### config.mk
export PLATFORM = sky130hd
export DESIGN_NAME = sap1_datapath_flat
export DESIGN_NICKNAME = d
export VERILOG_FILES = /design/src/rtl/sap1_datapath_if.sv /design/src/rtl/sap1_datapath.sv /design/src/flat_wrapper.sv
export SDC_FILE = /design/constraint.sdc
export NUM_CORES = 1
export LEC_CHECK = 0
export ABC_AREA = 1
export ABC_CLOCK_PERIOD_IN_PS = 3800
export BUFFER_PORTS_ARGS = -buffer_cell sky130_fd_sc_hd__buf_2
export CORE_ASPECT_RATIO = 0.75
export CORE_MARGIN = 4
export CORE_UTILIZATION = 40
export DETAILED_ROUTE_END_ITERATION = 6
export SYNTH_ARGS = -nofsm -noshare
export SYNTH_HDL_FRONTEND = slang
export SYNTH_SLANG_ARGS = --single-unit
export TNS_END_PERCENT = 10
### constraint.sdc
create_clock -name clk -period 3.8 [get_ports clk]
set_input_delay 0.76 -clock clk [delete_from_list [all_inputs] [get_ports clk]]
set_output_delay 0.76 -clock clk [all_outputs]
set_load 0.03 [all_outputs]
### src/rtl/sap1_datapath_if.sv
// rtl/sap1_datapath_if.sv - control word, program port and status bundle of the SAP-1 datapath
interface sap1_datapath_if #(
  parameter int DATA_W = 8,
  parameter int ADDR_W = 4
);
  logic [11:0]       cw;
  logic              prog_we;
  logic [ADDR_W-1:0] prog_addr;
  logic [DATA_W-1:0] prog_data;
  logic [3:0]        opcode;
  logic [DATA_W-1:0] a_out;
  logic [DATA_W-1:0] bus_out;
  logic              carry;
  logic              zero;
  logic              halted;
  logic              bus_err;

  modport master (
    output cw, prog_we, prog_addr, prog_data,
    input  opcode, a_out, bus_out, carry, zero, halted, bus_err
  );

  modport slave (
    input  cw, prog_we, prog_addr, prog_data,
    output opcode, a_out, bus_out, carry, zero, halted, bus_err
  );
endinterface

### src/rtl/sap1_datapath.sv
// rtl/sap1_datapath.sv - SAP-1 datapath: PC, MAR, RAM, IR, A, B, add/sub unit and shared bus
module sap1_datapath #(
  parameter int DATA_W = 8,
  parameter int ADDR_W = 4
) (
  input  logic clk,
  input  logic rst,
  sap1_datapath_if.slave io
);
  logic [ADDR_W-1:0] r_pc;
  logic [ADDR_W-1:0] r_mar;
  logic [DATA_W-1:0] r_ir;
  logic [DATA_W-1:0] r_a;
  logic [DATA_W-1:0] r_b;
  logic              r_carry;
  logic              r_zero;
  logic              r_halted;
  logic              r_bus_err;
  logic [DATA_W-1:0] r_ram [2**ADDR_W];

  logic w_hlt, w_pc_inc, w_pc_en, w_mem_load, w_mem_en, w_ir_load;
  logic w_ir_en, w_a_load, w_a_en, w_b_load, w_sub, w_adder_en;
  logic [DATA_W-1:0] w_b_op;
  logic [DATA_W:0]   w_sum;
  logic [DATA_W-1:0] w_bus;
  logic [2:0]        w_ndrv;
  logic              w_exec;

  assign w_hlt      = io.cw[11];
  assign w_pc_inc   = io.cw[10];
  assign w_pc_en    = io.cw[9];
  assign w_mem_load = io.cw[8];
  assign w_mem_en   = io.cw[7];
  assign w_ir_load  = io.cw[6];
  assign w_ir_en    = io.cw[5];
  assign w_a_load   = io.cw[4];
  assign w_a_en     = io.cw[3];
  assign w_b_load   = io.cw[2];
  assign w_sub      = io.cw[1];
  assign w_adder_en = io.cw[0];

  // Subtraction as A + ~B + 1, so carry out of the top bit means "no borrow".
  assign w_b_op = w_sub ? ~r_b : r_b;
  assign w_sum  = {1'b0, r_a} + {1'b0, w_b_op} + {{DATA_W{1'b0}}, w_sub};

  assign w_ndrv = {2'b00, w_adder_en} + {2'b00, w_a_en} + {2'b00, w_mem_en}
                + {2'b00, w_ir_en} + {2'b00, w_pc_en};

  always_comb begin
    w_bus = '0;
    if (w_adder_en)    w_bus = w_sum[DATA_W-1:0];
    else if (w_a_en)   w_bus = r_a;
    else if (w_mem_en) w_bus = r_ram[r_mar];
    else if (w_ir_en)  w_bus = {{(DATA_W-ADDR_W){1'b0}}, r_ir[ADDR_W-1:0]};
    else if (w_pc_en)  w_bus = {{(DATA_W-ADDR_W){1'b0}}, r_pc};
  end

  // A program write steals the cycle: the control word is ignored for it.
  assign w_exec = !r_halted && !io.prog_we;

  always_ff @(posedge clk) begin
    if (io.prog_we) r_ram[io.prog_addr] <= io.prog_data;
  end

  always_ff @(posedge clk) begin
    if (rst) begin
      r_pc      <= '0;
      r_mar     <= '0;
      r_ir      <= '0;
      r_a       <= '0;
      r_b       <= '0;
      r_carry   <= 1'b0;
      r_zero    <= 1'b0;
      r_halted  <= 1'b0;
      r_bus_err <= 1'b0;
    end else begin
      r_bus_err <= w_exec && (w_ndrv > 3'd1);
      if (w_exec) begin
        if (w_mem_load) r_mar <= w_bus[ADDR_W-1:0];
        if (w_ir_load)  r_ir  <= w_bus;
        if (w_a_load) begin
          r_a <= w_bus;
          if (w_adder_en) begin
            r_carry <= w_sum[DATA_W];
            r_zero  <= (w_sum[DATA_W-1:0] == '0);
          end
        end
        if (w_b_load) r_b      <= w_bus;
        if (w_pc_inc) r_pc     <= r_pc + 1'b1;
        if (w_hlt)    r_halted <= 1'b1;
      end
    end
  end

  assign io.opcode  = r_ir[DATA_W-1 -: 4];
  assign io.a_out   = r_a;
  assign io.bus_out = w_bus;
  assign io.carry   = r_carry;
  assign io.zero    = r_zero;
  assign io.halted  = r_halted;
  assign io.bus_err = r_bus_err;
endmodule

### src/flat_wrapper.sv
// flat-port wrapper written by rule: the top's interface ports become plain ports
module sap1_datapath_flat 
#(
  parameter int DATA_W = 8,
  parameter int ADDR_W = 4
)
  (clk, rst, io_cw, io_prog_we, io_prog_addr, io_prog_data, io_opcode, io_a_out, io_bus_out, io_carry, io_zero, io_halted, io_bus_err);
  sap1_datapath_if #(.DATA_W(DATA_W), .ADDR_W(ADDR_W)) io_i ();
  input  logic clk;
  input  logic rst;
  input wire logic [$bits(io_i.cw)-1:0] io_cw;
  input wire logic [$bits(io_i.prog_we)-1:0] io_prog_we;
  input wire logic [$bits(io_i.prog_addr)-1:0] io_prog_addr;
  input wire logic [$bits(io_i.prog_data)-1:0] io_prog_data;
  output wire logic [$bits(io_i.opcode)-1:0] io_opcode;
  output wire logic [$bits(io_i.a_out)-1:0] io_a_out;
  output wire logic [$bits(io_i.bus_out)-1:0] io_bus_out;
  output wire logic [$bits(io_i.carry)-1:0] io_carry;
  output wire logic [$bits(io_i.zero)-1:0] io_zero;
  output wire logic [$bits(io_i.halted)-1:0] io_halted;
  output wire logic [$bits(io_i.bus_err)-1:0] io_bus_err;
  assign io_i.cw = io_cw;
  assign io_i.prog_we = io_prog_we;
  assign io_i.prog_addr = io_prog_addr;
  assign io_i.prog_data = io_prog_data;
  assign io_opcode = io_i.opcode;
  assign io_a_out = io_i.a_out;
  assign io_bus_out = io_i.bus_out;
  assign io_carry = io_i.carry;
  assign io_zero = io_i.zero;
  assign io_halted = io_i.halted;
  assign io_bus_err = io_i.bus_err;
  sap1_datapath #(.DATA_W(DATA_W), .ADDR_W(ADDR_W)) u_core (.clk(clk), .rst(rst), .io(io_i));
endmodule
==> metrics.txt <==
pin count of the biggest net entering global routing=66; EDFF count, synth=around 130; Worst Setup End Kind=output port; hold_buf cts=0; Critical Path AT=~2.6 ns; yosys warns=0; CTS buffer count=17; Comb pwr share=0.130; Slew Limit Fails=0; clk sinks=168; Pint=3150 uW; Most used DFF post-synth=edfxtp_1; post-route minimum period=around 3.4 ns; Detailed Routing Iterations Pass 1=6; cell count after synthesis=807; Initial DRC Count=623; most frequent cells in the layout=230 x nand2_1, 128 x edfxtp_1, 98 x nand3_1; initial core utilization=0.408; clock power share=0.400; Max-slew headroom=0.396; area grow syn2layout=13.7%; clock latency on the worst-skew pair=0.43 ns; commonest non-fill, non-tap cell in the layout=nand2_1; # setup viols final=0; sequential area share after synthesis=0.613; post-synthesis cell area=0.00758 mm^2; Die Span Y=around 130 um; asr flop ratio synth=0; global placer's final weighted congestion=0.888; total power=4390 uW; Fin. Hold Viols=0; count of state elements after synthesis=around 170; routed len/inst=16.9 um; Syn Area/Cell=9.39 um^2; P per Cell Area=509 mW/mm^2; highest clock rate=298 MHz; drt total wl=18,700 um; CTS tree=done; Post-Route Setup TNS=0 ns; RSZ-0062 raised after global routing=false; Final #Nets=between 800 and 900; Clock transition at path regs=0.07 ns; first-pass GRT wire length=29,800 um; Diodes inserted=0; Lkg Pwr=0.00368 uW; Hold/Removal Path Class=reg2reg; hold_sp=u_core.r_pc[3]; Post-CTS Setup Inserts=0; GRT overflow=0; share of layout cells above drive strength 1=0.107; Via density=4.96; CTS root buf=clkbuf_16; status=finished clean; FF-to-FF Start=u_core.io.a_out[0]; CP Launch Type=flop; gr usage total=0.183; Psw=1240 uW; CTS max path bufs=2; initial antenna violation count=0; # DRC=0; vias in the first global route=around 5,200; Worst IR Drop VDD=0.306 mV; io pins=51; Vias=5,485; Synth Net Count=848; Final Cycle Share=0.884; post-CTS sizing=0; CP Max Fanout=65; core area=0.0186 mm^2; maxcap violations=0; ANT nets after route=0; row count=43; htree depth=4; dpl hpwl=12,200 um; worst clock skew=~0.010 ns; Setup CP Type=reg2out; Net Sw Frac=0.283; worst slew pin tran=0.903 ns; Crit path required time=3.04 ns; Die ar.=approximately 0.021 mm^2; Chip Width=167 um; power share of the sequential group=0.469; synth unique cells=29; # port buffers=50
## state kept, by name (all words and copies together), names as in the netlist, named ones only
signal and cells:
u_core.io.a_out 8, u_core.io.bus_err 1, u_core.io.carry 1, u_core.io.halted 1, u_core.io.zero 1, u_core.r_b 8
u_core.r_ir 8, u_core.r_mar 4, u_core.r_pc 4, u_core.r_ram 128
## Yosys cell counts (2+ instances only)
library cell	instances	area share
dfxtp_1	40	0.11
nand3b_1	3	0.0030
or2_1	2	0.0017
o21ai_0	37	0.024
xor2_1	8	0.0092
nand4_1	2	0.0017
xnor2_1	2	0.0023
a21oi_1	46	0.030
ha_1	11	0.018
nor2_1	60	0.030
buf_4	10	0.0099
nand3_1	98	0.065
buf_2	14	0.0092
o21ai_1	4	0.0026
inv_1	85	0.042
edfxtp_1	128	0.51
clkbuf_1	12	0.0059
nand2_1	230	0.11
fa_1	3	0.0079
o211ai_1	2	0.0020
nor3_1	2	0.0013
## worst max-delay path: stages, from the launching register on
cell	delay (ns)
dfxtp_2	0.35
buf_4	0.57
nand2_1	0.10
nand2_1	0.10
nand2_1	0.05
nand3_1	0.14
nand3_1	0.14
nand3_1	0.11
nand2_1	0.09
nand2_1	0.06
nand2_1	0.12
inv_1	0.09
buf_2	0.19
## area by class of cell
type | instances | area (um^2)
fillers | 1763 | 9950
flip-flops and latches | 168 | 4650
multi-input cells | 514 | 2400
clock buffers | 17 | 425
repair buffers | 57 | 328
inverters | 87 | 327
well taps | 247 | 309
clock inverters | 15 | 179
## path summary, 6_finish.rpt
kind / to / slack, ns / cells past startpoint
worst max-delay path: io_bus_out[3] / 0.44 / 12
worst min-delay path: u_core.r_pc[3] / 0.46 / 1
worst max register to register: u_core.io.zero / 1.48 / 11
worst min register to register: u_core.r_pc[3] / 0.46 / 1
## per-layer routing
metal  track usage  vias up  part of all wire
li1              -     2746                 -
met3        0.0445       11             0.066
met5             0        -                 0
met4        0.0486        0             0.011
met1         0.278     2590              0.50
met2         0.261      138              0.43
## metrics by stage
| stage | instance area, um^2 | cells | hold slack, ns | util | setup slack (ns) |
|---|---|---|---|---|---|
| finish | 8610 | 1105 | 0.462 | 0.464 | 0.443 |
| global route | 8610 | 1105 | 0.498 | 0.464 | 0.172 |
| CTS | 8610 | 1105 | 0.456 | 0.464 | 0.457 |
| detailed placement | 8010 | 1073 | 0.446 | 0.431 | 0.473 |
| global placement | 8010 | 1073 | 0.440 | 0.431 | 0.533 |
| floorplan | 7580 | 807 | 0.422 | - | 0.756 |
## power by group through the flow
stage / registers, uW / clock network [uW] / logic (uW)
after global placement: 2100 / 0 / 567
after CTS: 2060 / 1780 / 574
after global routing: 2060 / 1870 / 646
after floorplan: 2110 / 0 / 378
final: 2060 / 1760 / 571
after detailed placement: 2100 / 0 / 570
## cell families after synthesis
group	Yosys count	share of synthesized area
buf+inv	125	0.0704
simple gates	400	0.218
fa+ha+maj	14	0.0261
xor+xnor	10	0.0116
flops	168	0.613
compound gates	90	0.0604
Power figures use the tool's default switching activity.
